## src/rtl/pipelined_control_unit_if.sv

```systemverilog
// Control-unit bus between fetch/decode, the ALU and the pipelined control unit.
// master: the fetch/decode/datapath side; slave: the control unit itself.
interface pipelined_control_unit_if #(
    parameter int OP_W    = 4,
    parameter int RA_W    = 3,
    parameter int ALUOP_W = 3
);
    logic               id_valid;
    logic [OP_W-1:0]    op;
    logic [RA_W-1:0]    id_rs1;
    logic [RA_W-1:0]    id_rs2;
    logic [RA_W-1:0]    id_rd;
    logic               zero;
    logic [ALUOP_W-1:0] ex_ALUOp;
    logic               ex_alucsrc;
    logic [1:0]         PCsrc;
    logic               jal;
    logic               mem_wmem;
    logic               wb_m2reg;
    logic               wb_wreg;
    logic [RA_W-1:0]    wb_rd;
    logic               stall;
    logic               flush;
    logic               illegal;

    modport master (
        output id_valid, op, id_rs1, id_rs2, id_rd, zero,
        input  ex_ALUOp, ex_alucsrc, PCsrc, jal, mem_wmem, wb_m2reg,
               wb_wreg, wb_rd, stall, flush, illegal
    );

    modport slave (
        input  id_valid, op, id_rs1, id_rs2, id_rd, zero,
        output ex_ALUOp, ex_alucsrc, PCsrc, jal, mem_wmem, wb_m2reg,
               wb_wreg, wb_rd, stall, flush, illegal
    );
endinterface

```

## src/rtl/pipelined_control_unit.sv

```systemverilog
// Pipelined control unit: decodes the ID opcode into a control bundle, carries
// it through ID/EX, EX/MEM and MEM/WB, resolves branches/jumps in EX and raises
// flush and load-use stall.
// Optional macro CU_PERF_CNT_EN adds stall_cnt/flush_cnt/retire_cnt outputs.
module pipelined_control_unit #(
    parameter int OP_W    = 4,
    parameter int RA_W    = 3,
    parameter int ALUOP_W = 3
) (
    input  logic clk,
    input  logic rst,
    pipelined_control_unit_if.slave bus
`ifdef CU_PERF_CNT_EN
    ,
    output logic [31:0] stall_cnt,
    output logic [31:0] flush_cnt,
    output logic [31:0] retire_cnt
`endif
);

    localparam logic [3:0] OP_JAL  = 4'b0000;
    localparam logic [3:0] OP_JALR = 4'b0001;
    localparam logic [3:0] OP_BEQ  = 4'b0010;
    localparam logic [3:0] OP_BLE  = 4'b0011;

    // decoded ID bundle
    logic               w_op_legal;
    logic [ALUOP_W-1:0] w_dec_aluop;
    logic               w_dec_alucsrc;
    logic               w_wreg_raw;
    logic               w_dec_wreg;
    logic               w_dec_wmem;
    logic               w_dec_m2reg;
    logic               w_dec_jal;
    logic               w_dec_jalr;
    logic               w_dec_beq;
    logic               w_dec_ble;
    logic               w_dec_use_rs1;
    logic               w_dec_use_rs2;
    logic               w_dec_illegal;

    // hazard / resolution
    logic [1:0]         w_pcsrc;
    logic               w_flush;
    logic               w_stall;
    logic               w_rs1_hit;
    logic               w_rs2_hit;
    logic               w_take;

    // ID/EX
    logic [ALUOP_W-1:0] r_ex_aluop;
    logic               r_ex_alucsrc;
    logic               r_ex_wreg;
    logic               r_ex_wmem;
    logic               r_ex_m2reg;
    logic               r_ex_jal;
    logic               r_ex_jalr;
    logic               r_ex_beq;
    logic               r_ex_ble;
    logic [RA_W-1:0]    r_ex_rd;
    logic               r_ex_illegal;

    // EX/MEM
    logic               r_mem_wmem;
    logic               r_mem_m2reg;
    logic               r_mem_wreg;
    logic [RA_W-1:0]    r_mem_rd;

    // MEM/WB
    logic               r_wb_m2reg;
    logic               r_wb_wreg;
    logic [RA_W-1:0]    r_wb_rd;

    // Opcodes with any bit above bit 3 set are illegal.
    assign w_op_legal = ((bus.op >> 3'd4) == {OP_W{1'b0}});

    // Opcode decode into the control bundle and the source-use flags.
    always_comb begin
        w_dec_aluop   = {ALUOP_W{1'b0}};
        w_dec_alucsrc = 1'b0;
        w_wreg_raw    = 1'b0;
        w_dec_wmem    = 1'b0;
        w_dec_m2reg   = 1'b0;
        w_dec_jal     = 1'b0;
        w_dec_jalr    = 1'b0;
        w_dec_beq     = 1'b0;
        w_dec_ble     = 1'b0;
        w_dec_use_rs1 = 1'b0;
        w_dec_use_rs2 = 1'b0;
        w_dec_illegal = 1'b0;
        if (w_op_legal) begin
            case (bus.op[3:0])
                OP_JAL: begin
                    w_wreg_raw = 1'b1;
                    w_dec_jal  = 1'b1;
                end
                OP_JALR: begin
                    w_dec_alucsrc = 1'b1;
                    w_wreg_raw    = 1'b1;
                    w_dec_jalr    = 1'b1;
                    w_dec_use_rs1 = 1'b1;
                end
                OP_BEQ: begin
                    w_dec_aluop   = ALUOP_W'(3'd4);
                    w_dec_beq     = 1'b1;
                    w_dec_use_rs1 = 1'b1;
                    w_dec_use_rs2 = 1'b1;
                end
                OP_BLE: begin
                    w_dec_aluop   = ALUOP_W'(3'd5);
                    w_dec_ble     = 1'b1;
                    w_dec_use_rs1 = 1'b1;
                    w_dec_use_rs2 = 1'b1;
                end
                4'b0100, 4'b0101: begin
                    w_dec_alucsrc = 1'b1;
                    w_wreg_raw    = 1'b1;
                    w_dec_m2reg   = 1'b1;
                    w_dec_use_rs1 = 1'b1;
                end
                4'b0110, 4'b0111: begin
                    w_dec_alucsrc = 1'b1;
                    w_dec_wmem    = 1'b1;
                    w_dec_use_rs1 = 1'b1;
                    w_dec_use_rs2 = 1'b1;
                end
                4'b1000, 4'b1001, 4'b1010, 4'b1011: begin
                    w_dec_aluop   = ALUOP_W'(bus.op[1:0]);
                    w_wreg_raw    = 1'b1;
                    w_dec_use_rs1 = 1'b1;
                    w_dec_use_rs2 = 1'b1;
                end
                4'b1100, 4'b1101, 4'b1110, 4'b1111: begin
                    w_dec_aluop   = ALUOP_W'(bus.op[1:0]);
                    w_dec_alucsrc = 1'b1;
                    w_wreg_raw    = 1'b1;
                    w_dec_use_rs1 = 1'b1;
                end
                default: begin
                    w_dec_illegal = 1'b1;
                end
            endcase
        end else begin
            w_dec_illegal = 1'b1;
        end
        // register 0 is hardwired zero, so a write to it is suppressed
        w_dec_wreg = w_wreg_raw & (bus.id_rd != {RA_W{1'b0}});
    end

    // Branch/jump resolution on the instruction currently in EX.
    always_comb begin
        if (r_ex_jal) begin
            w_pcsrc = 2'b01;
        end else if (r_ex_jalr) begin
            w_pcsrc = 2'b10;
        end else if ((r_ex_beq | r_ex_ble) & bus.zero) begin
            w_pcsrc = 2'b01;
        end else begin
            w_pcsrc = 2'b00;
        end
    end

    assign w_flush   = (w_pcsrc != 2'b00);
    assign w_rs1_hit = w_dec_use_rs1 & (bus.id_rs1 == r_ex_rd);
    assign w_rs2_hit = w_dec_use_rs2 & (bus.id_rs2 == r_ex_rd);
    // a killed ID instruction cannot be hazarded, so flush masks stall
    assign w_stall   = ~w_flush & bus.id_valid & r_ex_m2reg &
                       (r_ex_rd != {RA_W{1'b0}}) & (w_rs1_hit | w_rs2_hit);
    assign w_take    = bus.id_valid & ~w_flush & ~w_stall;

    // ID/EX register: load the decoded bundle or a bubble.
    always_ff @(posedge clk or posedge rst) begin
        if (rst) begin
            r_ex_aluop   <= {ALUOP_W{1'b0}};
            r_ex_alucsrc <= 1'b0;
            r_ex_wreg    <= 1'b0;
            r_ex_wmem    <= 1'b0;
            r_ex_m2reg   <= 1'b0;
            r_ex_jal     <= 1'b0;
            r_ex_jalr    <= 1'b0;
            r_ex_beq     <= 1'b0;
            r_ex_ble     <= 1'b0;
            r_ex_rd      <= {RA_W{1'b0}};
            r_ex_illegal <= 1'b0;
        end else if (w_take) begin
            r_ex_aluop   <= w_dec_aluop;
            r_ex_alucsrc <= w_dec_alucsrc;
            r_ex_wreg    <= w_dec_wreg;
            r_ex_wmem    <= w_dec_wmem;
            r_ex_m2reg   <= w_dec_m2reg;
            r_ex_jal     <= w_dec_jal;
            r_ex_jalr    <= w_dec_jalr;
            r_ex_beq     <= w_dec_beq;
            r_ex_ble     <= w_dec_ble;
            r_ex_rd      <= w_dec_illegal ? {RA_W{1'b0}} : bus.id_rd;
            r_ex_illegal <= w_dec_illegal;
        end else begin
            r_ex_aluop   <= {ALUOP_W{1'b0}};
            r_ex_alucsrc <= 1'b0;
            r_ex_wreg    <= 1'b0;
            r_ex_wmem    <= 1'b0;
            r_ex_m2reg   <= 1'b0;
            r_ex_jal     <= 1'b0;
            r_ex_jalr    <= 1'b0;
            r_ex_beq     <= 1'b0;
            r_ex_ble     <= 1'b0;
            r_ex_rd      <= {RA_W{1'b0}};
            r_ex_illegal <= 1'b0;
        end
    end

    // EX/MEM and MEM/WB registers: always advance, stall only bubbles ID/EX.
    always_ff @(posedge clk or posedge rst) begin
        if (rst) begin
            r_mem_wmem  <= 1'b0;
            r_mem_m2reg <= 1'b0;
            r_mem_wreg  <= 1'b0;
            r_mem_rd    <= {RA_W{1'b0}};
            r_wb_m2reg  <= 1'b0;
            r_wb_wreg   <= 1'b0;
            r_wb_rd     <= {RA_W{1'b0}};
        end else begin
            r_mem_wmem  <= r_ex_wmem;
            r_mem_m2reg <= r_ex_m2reg;
            r_mem_wreg  <= r_ex_wreg;
            r_mem_rd    <= r_ex_rd;
            r_wb_m2reg  <= r_mem_m2reg;
            r_wb_wreg   <= r_mem_wreg;
            r_wb_rd     <= r_mem_rd;
        end
    end

    assign bus.ex_ALUOp   = r_ex_aluop;
    assign bus.ex_alucsrc = r_ex_alucsrc;
    assign bus.PCsrc      = w_pcsrc;
    assign bus.jal        = r_ex_jal | r_ex_jalr;
    assign bus.mem_wmem   = r_mem_wmem;
    assign bus.wb_m2reg   = r_wb_m2reg;
    assign bus.wb_wreg    = r_wb_wreg;
    assign bus.wb_rd      = r_wb_rd;
    assign bus.stall      = w_stall;
    assign bus.flush      = w_flush;
    assign bus.illegal    = r_ex_illegal;

`ifdef CU_PERF_CNT_EN
    logic r_ex_valid;
    logic r_mem_valid;
    logic r_wb_valid;

    // Non-bubble marker travelling with each bundle, used for retirement.
    always_ff @(posedge clk or posedge rst) begin
        if (rst) begin
            r_ex_valid  <= 1'b0;
            r_mem_valid <= 1'b0;
            r_wb_valid  <= 1'b0;
        end else begin
            r_ex_valid  <= w_take & ~w_dec_illegal;
            r_mem_valid <= r_ex_valid;
            r_wb_valid  <= r_mem_valid;
        end
    end

    // Free-running event counters, wrapping at 2^32.
    always_ff @(posedge clk or posedge rst) begin
        if (rst) begin
            stall_cnt  <= 32'd0;
            flush_cnt  <= 32'd0;
            retire_cnt <= 32'd0;
        end else begin
            stall_cnt  <= stall_cnt  + {31'd0, w_stall};
            flush_cnt  <= flush_cnt  + {31'd0, w_flush};
            retire_cnt <= retire_cnt + {31'd0, r_wb_valid};
        end
    end
`endif

endmodule

```

## src/flat_wrapper.sv

```systemverilog
// flat-port wrapper written by rule: the top's interface ports become plain ports
module pipelined_control_unit_flat 
#(
    parameter int OP_W    = 4,
    parameter int RA_W    = 3,
    parameter int ALUOP_W = 3
)
  (clk, rst, bus_id_valid, bus_op, bus_id_rs1, bus_id_rs2, bus_id_rd, bus_zero, bus_ex_ALUOp, bus_ex_alucsrc, bus_PCsrc, bus_jal, bus_mem_wmem, bus_wb_m2reg, bus_wb_wreg, bus_wb_rd, bus_stall, bus_flush, bus_illegal);
  pipelined_control_unit_if #(.OP_W(OP_W), .RA_W(RA_W), .ALUOP_W(ALUOP_W)) bus_i ();
  input  logic clk;
  input  logic rst;
  input wire logic [$bits(bus_i.id_valid)-1:0] bus_id_valid;
  input wire logic [$bits(bus_i.op)-1:0] bus_op;
  input wire logic [$bits(bus_i.id_rs1)-1:0] bus_id_rs1;
  input wire logic [$bits(bus_i.id_rs2)-1:0] bus_id_rs2;
  input wire logic [$bits(bus_i.id_rd)-1:0] bus_id_rd;
  input wire logic [$bits(bus_i.zero)-1:0] bus_zero;
  output wire logic [$bits(bus_i.ex_ALUOp)-1:0] bus_ex_ALUOp;
  output wire logic [$bits(bus_i.ex_alucsrc)-1:0] bus_ex_alucsrc;
  output wire logic [$bits(bus_i.PCsrc)-1:0] bus_PCsrc;
  output wire logic [$bits(bus_i.jal)-1:0] bus_jal;
  output wire logic [$bits(bus_i.mem_wmem)-1:0] bus_mem_wmem;
  output wire logic [$bits(bus_i.wb_m2reg)-1:0] bus_wb_m2reg;
  output wire logic [$bits(bus_i.wb_wreg)-1:0] bus_wb_wreg;
  output wire logic [$bits(bus_i.wb_rd)-1:0] bus_wb_rd;
  output wire logic [$bits(bus_i.stall)-1:0] bus_stall;
  output wire logic [$bits(bus_i.flush)-1:0] bus_flush;
  output wire logic [$bits(bus_i.illegal)-1:0] bus_illegal;
  assign bus_i.id_valid = bus_id_valid;
  assign bus_i.op = bus_op;
  assign bus_i.id_rs1 = bus_id_rs1;
  assign bus_i.id_rs2 = bus_id_rs2;
  assign bus_i.id_rd = bus_id_rd;
  assign bus_i.zero = bus_zero;
  assign bus_ex_ALUOp = bus_i.ex_ALUOp;
  assign bus_ex_alucsrc = bus_i.ex_alucsrc;
  assign bus_PCsrc = bus_i.PCsrc;
  assign bus_jal = bus_i.jal;
  assign bus_mem_wmem = bus_i.mem_wmem;
  assign bus_wb_m2reg = bus_i.wb_m2reg;
  assign bus_wb_wreg = bus_i.wb_wreg;
  assign bus_wb_rd = bus_i.wb_rd;
  assign bus_stall = bus_i.stall;
  assign bus_flush = bus_i.flush;
  assign bus_illegal = bus_i.illegal;
  pipelined_control_unit #(.OP_W(OP_W), .RA_W(RA_W), .ALUOP_W(ALUOP_W)) u_core (.clk(clk), .rst(rst), .bus(bus_i));
endmodule
```

## config.mk

```make
export PLATFORM = sky130hd
export DESIGN_NAME = pipelined_control_unit_flat
export DESIGN_NICKNAME = d
export VERILOG_FILES = /design/src/rtl/pipelined_control_unit_if.sv /design/src/rtl/pipelined_control_unit.sv /design/src/flat_wrapper.sv
export SDC_FILE = /design/constraint.sdc
export NUM_CORES = 1
export LEC_CHECK = 0
export BUFFER_PORTS_ARGS = -buffer_cell sky130_fd_sc_hd__buf_2
export CAP_MARGIN = 20
export CORE_MARGIN = 4
export CORE_UTILIZATION = 47
export DETAILED_ROUTE_END_ITERATION = 10
export GPL_TIMING_DRIVEN = 0
export PLACE_DENSITY = 0.81
export SYNTH_ARGS = -nofsm -noshare
export SYNTH_HDL_FRONTEND = slang
export SYNTH_SLANG_ARGS = --single-unit
```

## constraint.sdc

```tcl
create_clock -name clk -period 1.9 [get_ports clk]
set_clock_uncertainty 0.15 [all_clocks]
set_input_delay 0.19 -clock clk [delete_from_list [all_inputs] [get_ports clk]]
set_output_delay 0.19 -clock clk [all_outputs]
set_load 0.02 [all_outputs]
```

-- Word-level counts from Yosys, hierarchy flattened
Index checks and enable logic that the tools add are counted.
- logic and storage cells: 83
- bits in registers: 25
- output and inout port bits: 16
- bits of input ports: 17
- bitwise gates (word level): 14
- mux-type cells: 24
- equality and inequality tests: 17
- reduce and logical (&&, ||, !) cells: 11
- operators with widths (kind ; number):
    4-bit == test (second input constant) ; 8
    1-bit two-way mux ; 19
    4-bit by 3-bit == test with 1-bit output (second input constant) ; 4
    8-bit OR reduction ; 2
    15-bit OR reduction ; 1
    12-bit OR reduction ; 1
    1-bit AND ; 9
    3-bit one-hot mux with 3 select lines ; 1
    9-bit OR reduction ; 1
    4-bit by 2-bit == test with 1-bit output (second input constant) ; 2
    3-bit == test ; 2
    3-bit two-way mux ; 2
    3-bit nonzero test ; 2
    4-bit by 1-bit == test with 1-bit output (second input constant) ; 1
    4-bit zero test ; 1
    2-bit two-way mux ; 2
    2-bit OR reduction ; 2
    1-bit bitwise OR ; 3
    1-bit NOT ; 2
    2-bit nonzero test ; 1

-- Logic depth before layout (Yosys ltp)
Gate-level depths: netlist of run 1.
- depth after elaboration: 14
- gate-level depth with buffers: 5
- gate-level depth less buffers: 4

-- Least setup slack after synthesis of run 1
Ideal clock, no wire load.
- path type: flip-flop to output port
- start point: register u_core.r_ex_ble
- end point: output port bus_stall
- data required time: 1.560 ns
- cell stages (with the launch flop): 5
- setup slack: 0.345 ns
- arrival time: 1.215 ns
- path buffers: 1
- path through: dfrtp_1 o21ai_0 and3_1 clkbuf_2 and2_1
- word-level cells in the longest chain between the ends: 11
- RTL lines (what ; line ; source):
    start, declared ; pipelined_control_unit.sv:59 ; logic r_ex_ble;
    start signal, assigned ; pipelined_control_unit.sv:194 ; r_ex_ble <= w_dec_ble;
    1-bit bitwise OR ; pipelined_control_unit.sv:156 ; end else if ((r_ex_beq | r_ex_ble) & bus.zero) begin
    1-bit AND ; pipelined_control_unit.sv:156 ;
    1-bit two-way mux ; pipelined_control_unit.sv:156 ;
    2-bit two-way mux ; pipelined_control_unit.sv:154 ; end else if (r_ex_jalr) begin
    2-bit two-way mux ; pipelined_control_unit.sv:152 ; if (r_ex_jal) begin
    2-bit nonzero test ; pipelined_control_unit.sv:163 ; assign w_flush = (w_pcsrc != 2'b00);
    1-bit NOT ; pipelined_control_unit.sv:167 ; assign w_stall = ~w_flush & bus.id_valid & r_ex_m2reg &
    1-bit AND (3 in a row) ; pipelined_control_unit.sv:167 ;
    1-bit AND ; pipelined_control_unit.sv:168 ; (r_ex_rd != {RA_W{1'b0}}) & (w_rs1_hit | w_rs2_hit);
    end, declared ; flat_wrapper.sv:26 ; output wire logic [$bits(bus_i.stall)-1:0] bus_stall;
No other way between the ends.

-- Worst setup path after layout of run 1
- start point: register u_core.r_ex_rd[1]
- end point: output port bus_stall
- word-level cells in the longest chain between the ends: 4
- elaborated cells on any way between the ends: 8
- RTL lines (what ; line ; source):
    start, declared ; pipelined_control_unit.sv:60 ; logic [RA_W-1:0] r_ex_rd;
    start signal, assigned ; pipelined_control_unit.sv:183 ; r_ex_rd <= {RA_W{1'b0}};
    start signal, assigned ; pipelined_control_unit.sv:195 ; r_ex_rd <= w_dec_illegal ? {RA_W{1'b0}} : bus.id_rd;
    start signal, assigned ; pipelined_control_unit.sv:207 ; r_ex_rd <= {RA_W{1'b0}};
    3-bit == test, on equally long branches ; pipelined_control_unit.sv:164, pipelined_control_unit.sv:165 ;
    1-bit AND, on equally long branches ; pipelined_control_unit.sv:164, pipelined_control_unit.sv:165 ;
    1-bit bitwise OR ; pipelined_control_unit.sv:168 ;
    1-bit AND * ; pipelined_control_unit.sv:168 ;
Mark *: on every way between the ends. The rest lies on a longest branch, timed or not.

==> results.json, run 1 <==
{
  "path_cells": "xnor2_2, o2111ai_2, a21oi_4, and2_4, buf_6",
  "ys_seq_elements": 25,
  "numCtsBuffers": 3,
  "drt-initial-drc-count": 17,
  "grt_max_degree": 26,
  "grt_pass1_wl_um": 3190,
  "post_drt_wl_per_cell_um": 14.0,
  "gp_congestion": 0.746,
  "path_max_fanout": 4,
  "wl_um": 2130,
  "synth_area_um2": 967,
  "synthCells": 81,
  "cts_htree_levels": 1,
  "drv_slew": 0,
  "r2r-end": "u_core.r_ex_jalr",
  "hold_class": "in2reg",
  "path_class": "reg2out",
  "grt_usage_pct": 16.0,
  "core-area_um2": 1960,
  "cts.clk_slew.worst_paths_ns": 0.13,
  "cp-startpoint": "u_core.r_ex_rd[1]",
  "peakVddDrop_mv": 0.478,
  "finalHoldViolCount": 0,
  "grt_pass1_vias": 734,
  "path_depth": 5,
  "endpoint_kind": "output port",
  "cap_viol_max_count": 0,
  "crit_buf_inv": 1,
  "num-nets-final": 143,
  "overflow": 0,
  "dpl.hpwl_um": 1390,
  "synth-edff-count": 0,
  "area_delta_synth_final_pct": 40.2,
  "min_period_ns": 1.93,
  "clock-sinks": 25,
  "yosysWarnings": 0,
  "firstDrtPassIters": 4,
  "placement_rows": 16,
  "switchingPower_mw": 0.254,
  "dieHeight_um": 53.4,
  "status": "finished with violations",
  "synthesis.nets": 98,
  "yosys_most_used_dff": "dfrtp_1",
  "p_int_mw": 0.705,
  "seq_area_frac_synth_pct": 64.7,
  "p_comb_share_pct": 15.8,
  "synth_top_area_share_pct": 64.7,
  "portBuffers": 31,
  "crit_slowest_cell": "dfrtp_2",
  "crit_arrival_ns": 1.59,
  "violations": "negative setup slack",
  "seqPwrFrac_pct": 59.5,
  "route.detailed.drc": 0,
  "finalWorstSetupSlack_ns": -0.0338,
  "final_antenna_net_count": 0,
  "max_stage_delay_ns": 0.49,
  "utilization_pct": 69.1,
  "tightestPinTransition_ns": 0.878,
  "num_io_pins": 33,
  "reg2reg_depth": 6,
  "yosysTopAreaCell": "dfrtp_1",
  "max_slew_margin_pct": 41.4,
  "die_area_um2": 2850,
  "clock_latency_ns": 0.32,
  "drive_gt1_share_pct": 47.2,
  "clock-root-buffer": "clkbuf_4",
  "vias": 763,
  "cts_tree": "done",
  "ys_types": 27,
  "max_freq_mhz": 517,
  "finalCritPeriodShare_pct": 102,
  "endpoint": "bus_stall",
  "reg2reg_slack_ns": 0.29,
  "startpoint_type": "register",
  "hold_depth": 2,
  "totalPowerFinal_mw": 0.959,
  "critical_path_required_ns": 1.56,
  "cts.path.max_buffers": 2,
  "power.density_nw_per_um2": 707,
  "rsz0062_at_grt": "true",
  "clock_power_share_pct": 24.6,
  "avgSynthCellArea_um2": 11.9,
  "cellLeakagePower_nw": 0.707,
  "antenna_found_initial": 0,
  "switching_share_pct": 26.4,
  "fp.dieW_um": 53.4,
  "vias_per_cell": 5.02,
  "yosysMostFrequentCell": "dfrtp_1",
  "synthArstFlopShare_pct": 100,
  "start_util_pct": 49.3,
  "synth_commonest_cells": "dfrtp_1 (25), nor2_1 (12), xnor2_1 (6)",
  "crit_family": "flip-flops",
  "synth_area_leaders": "dfrtp_1 (65%), xnor2_1 (5.4%), nor2_1 (4.7%), nand3_1 (2.6%), nor2b_1 (2.6%)",
  "timing.rr.start": "u_core.r_ex_rd[1]",
  "n_antenna_cell": 0,
  "setup_viol": 1
}
-- final cells by class --
class,instances,area [um2]
sequential,25,629
multi-input combinational,51,383
fill,152,606
clock inverter,1,7.51
buffer,3,26.3
clock buffer,3,22.5
tap,27,33.8
timing repair buffer,40,246
inverter,2,7.51
-- logic make-up after synthesis --
family	after synthesis	share of synthesized area, %
AOI/OAI and AO/OA	7	4.92
other	1	0.388
buffers and inverters	5	3.23
DFF	25	64.7
and+or+nand+nor	37	21.3
xor gates and xnor gates	6	5.43
-- layout by cell type (no fill, tap or decap) --
| cell | instances |
|---|---|
| a21oi_1 | 1 |
| clkinvlp_4 | 1 |
| nor2b_1 | 4 |
| nor3_2 | 2 |
| nor3b_1 | 1 |
| dfrtp_2 | 3 |
| o21ai_2 | 1 |
| buf_4 | 3 |
| nand3b_1 | 1 |
| o2111ai_2 | 1 |
| nand4b_1 | 1 |
| dlygate4sd3_1 | 7 |
| nor2_1 | 11 |
| buf_2 | 30 |
| nand3_1 | 5 |
| conb_1 | 1 |
| and3_1 | 1 |
| nand2_1 | 4 |
| nor3_1 | 2 |
| inv_1 | 2 |
| nor2_2 | 1 |
| a21oi_4 | 1 |
| nor4_1 | 1 |
| buf_6 | 2 |
| or4_4 | 1 |
| nand4_2 | 1 |
| clkbuf_4 | 4 |
| o21bai_1 | 1 |
| xnor2_2 | 6 |
| and2_4 | 1 |
| dfrtp_1 | 22 |
| o21ai_0 | 1 |
| o31ai_2 | 1 |
-- flip-flops by register name, summed over array words and instances (netlist names), 3 cells and up --
register and flops:
u_core.bus.wb_rd 3, u_core.r_mem_rd 3, u_core.bus.ex_ALUOp 3, u_core.r_ex_rd 3
-- how the worst min path moves through the flow --
stage,start,end,slack [ns]
finish,bus_op[0],u_core.r_ex_ble,0.01
CTS,bus_op[1],u_core.bus.ex_ALUOp[1],0.00005
global route,bus_op[0],u_core.r_ex_ble,0.01
detailed placement,u_core.r_ex_wreg,u_core.r_mem_wreg,0.19
global placement,u_core.r_mem_wreg,u_core.bus.wb_wreg,0.18
floorplan,rst,u_core.bus.ex_ALUOp[0],0.07
-- power groups by stage --
stage,Combinational [mW],Clock [mW],Sequential (mW)
global route,0.164,0.261,0.574
global placement,0.116,0,0.576
CTS,0.141,0.241,0.568
detailed placement,0.119,0,0.578
floorplan,0.0583,0,0.590
finish,0.152,0.236,0.571
-- repair_timing --
item,CTS,global route
pin swaps,5,4
endpoints found under the hold margin,32,0
buffers inserted,2,0
resized for setup,11,8
hold buffers,7,0
endpoints found under the setup margin,1,1
-- metal layers --
| metal | routed length, um | track usage, % |
|---|---|---|
| met2 | 1160 | 28.4 |
| met1 | 794 | 18.6 |
| met5 | 0 | 0 |
| met3 | 173 | 3.38 |
| met4 | 6 | 6.38 |
-- metrics by stage --
stage / cells / hold WS [ns] / worst slack [ns] / TNS (ns) / cell area (um2)
after floorplan: 81 / 0.0673 / 0.345 / 0 / 967
after CTS: 152 / 0.0000457 / -0.00635 / -0.00635 / 1310
after detailed placement: 139 / 0.186 / 0.127 / 0 / 1160
after global routing: 152 / 0.0107 / -0.108 / -0.108 / 1360
final: 152 / 0.0139 / -0.0338 / -0.0338 / 1360
after global placement: 139 / 0.182 / 0.171 / 0 / 1160
Power figures use the tool's default switching activity.
==> inputs of run 2 (changes only) <==
ABC_CLOCK_PERIOD_IN_PS = 1900   (was default)
CELL_PAD_IN_SITES_DETAIL_PLACEMENT = 0   (was default)
CELL_PAD_IN_SITES_GLOBAL_PLACEMENT = 2   (was default)
CORE_UTILIZATION = 30   (was 47)
==> run 2 against run 1 <==
  * The run still ends with negative setup slack left
  * Combinational power shrank 5%
  * Count of clock-buffer cells in the layout is the same
  * Sequential share of layout area shrank 0.44 points
  * Cell count grew 13%
  * Global-route usage shrank 5.1 points
  * Sequential power is essentially flat
  * Critical path depth is the same
  * Setup slack lost 0.0082 ns
  * Core utilization shrank 25 points
  * Final area grew 0.55%
  * Via count shrank 4.2%
==> results.json, run 2 (synthesis gave the netlist of run 1 again) <==
{
  "drive_gt1_share_pct": 43.0,
  "start_util_pct": 31.4,
  "finalHoldViolCount": 0,
  "finalWorstSetupSlack_ns": -0.0420,
  "r2r-end": "u_core.r_ex_beq",
  "die_area_um2": 4200,
  "area_delta_synth_final_pct": 41.0,
  "fp.dieW_um": 64.8,
  "path_cells": "xnor2_1, nand4_2, a21oi_2, and2_1, buf_6",
  "max_slew_margin_pct": 41.3,
  "timing.rr.start": "u_core.r_ex_rd[0]",
  "hold_path_end": "u_core.r_ex_ble",
  "firstDrtPassIters": 4,
  "final_cells": 172,
  "hold_depth": 2,
  "overflow": 0,
  "max_freq_mhz": 515,
  "portBuffers": 31,
  "violations": "negative setup slack",
  "cellLeakagePower_nw": 0.710,
  "gr-usage-met3_pct": 3.29,
  "grt_pass1_wl_um": 3520,
  "num-nets-final": 146,
  "path_max_fanout": 4,
  "grt_busiest_layer": "met2",
  "crit_slowest_cell": "dfrtp_1",
  "final_antenna_net_count": 0,
  "grt_max_degree": 26,
  "place_ws_ns": 0.165,
  "clock-sinks": 25,
  "startpoint_type": "register",
  "cts_tree": "done",
  "gp_congestion": 0.723,
  "tightestPinTransition_ns": 0.880,
  "cts.clk_slew.worst_paths_ns": 0.14,
  "hold_class": "in2reg",
  "use_met2_pct": 17.6,
  "numCtsBuffers": 3,
  "path_class": "reg2out",
  "met1_usage_pct": 13.0,
  "wl_um": 1990,
  "core-area_um2": 3080,
  "antenna_found_initial": 0,
  "drv_slew": 0,
  "layout_common_cells": "buf_2 (30), dfrtp_1 (24), nor2_1 (11)",
  "cap_viol_max_count": 0,
  "vias": 731,
  "num_io_pins": 33,
  "drt-initial-drc-count": 20,
  "grt_usage_pct": 10.9,
  "min_period_ns": 1.94,
  "clock_latency_ns": 0.32,
  "vias_per_cell": 4.25,
  "crit_arrival_ns": 1.60,
  "setup_viol": 1,
  "hold_start": "bus_op[0]",
  "critical_path_required_ns": 1.56,
  "dp_cells": 156,
  "peakVddDrop_mv": 0.332,
  "reg2reg_slack_ns": 0.17,
  "cts_htree_levels": 1,
  "route.detailed.drc": 0,
  "cts.path.max_buffers": 2,
  "grt_pass1_vias": 819,
  "placement_rows": 20,
  "final_common_cell": "buf_2",
  "max_stage_delay_ns": 0.46,
  "clock-root-buffer": "clkbuf_4",
  "n_antenna_cell": 0,
  "status": "finished with violations",
  "endpoint_kind": "output port",
  "dpl.hpwl_um": 1360,
  "power.density_nw_per_um2": 701,
  "reg2reg_depth": 7,
  "rsz0062_at_grt": "true",
  "n_fill_cell": 296,
  "dieHeight_um": 64.8,
  "post_drt_wl_per_cell_um": 11.5,
  "finalCritPeriodShare_pct": 102
}
==> run 2: power breakdown <==
part	internal, mW	leakage [nW]	total, mW	switching, mW
clock network	0.0806	0.0139	0.243	0.162
logic	0.0664	0.365	0.144	0.0777
registers	0.556	0.331	0.569	0.0122
total	0.703	0.710	0.956	0.252
==> run 2: final cells by class <==
type	count	area, um2	share of cell area, %
plain buffers	3	26.3	1.93
clock buffers	3	22.5	1.65
clock inverters	1	7.51	0.550
inverters	2	7.51	0.550
multi-input cells	51	349	25.6
flip-flops and latches	25	627	46.0
well taps	44	55.1	4.04
repair buffers	43	269	19.7
==> run 2: how the worst max path moves through the flow <==
| stage | startpoint | endpoint | slack (ns) |
|---|---|---|---|
| after floorplan | u_core.r_ex_ble | bus_stall | 0.34 |
| after global placement | bus_op[2] | bus_stall | 0.15 |
| after detailed placement | bus_op[2] | bus_stall | 0.17 |
| after CTS | u_core.r_ex_rd[1] | bus_stall | -0.02 |
| after global routing | u_core.r_ex_rd[2] | bus_stall | -0.1 |
| final | u_core.r_ex_rd[2] | bus_stall | -0.04 |
==> run 2: critical path, delay by kind of cell, from the launching register on <==
kind / cells / cell delay, ns
compound gates: 1 / 0.18
xor+xnor: 1 / 0.23
simple gates: 2 / 0.30
flops: 1 / 0.46
buf+inv: 1 / 0.12
==> run 2: metal layers <==
| layer | up-vias | share of wire [%] |
|---|---|---|
| li1 | 364 | - |
| met1 | 343 | 42 |
| met2 | 22 | 50 |
| met3 | 2 | 7.1 |
| met4 | 0 | 1.1 |
| met5 | - | 0 |
==> run 2: what timing repair did <==
item / in CTS / in global routing
pin swaps: 5 / 3
hold endpoints to repair: 32 / 0
buffers inserted: 4 / 1
resized for setup: 5 / 8
setup endpoints to repair: 1 / 1
hold buffers: 7 / 0
==> run 2: through the flow <==
stage	cell area (um2)	power [mW]	hold slack (ns)	utilization, %	setup TNS, ns
final	1360	0.956	0.0124	44.3	-0.0420
after global routing	1360	1.01	0.00158	44.3	-0.0963
after CTS	1320	0.953	0.00706	42.9	-0.0192
after detailed placement	1180	0.698	0.185	38.3	0
after global placement	1180	0.695	0.182	38.3	0
after floorplan	967	0.648	0.0673	-	0
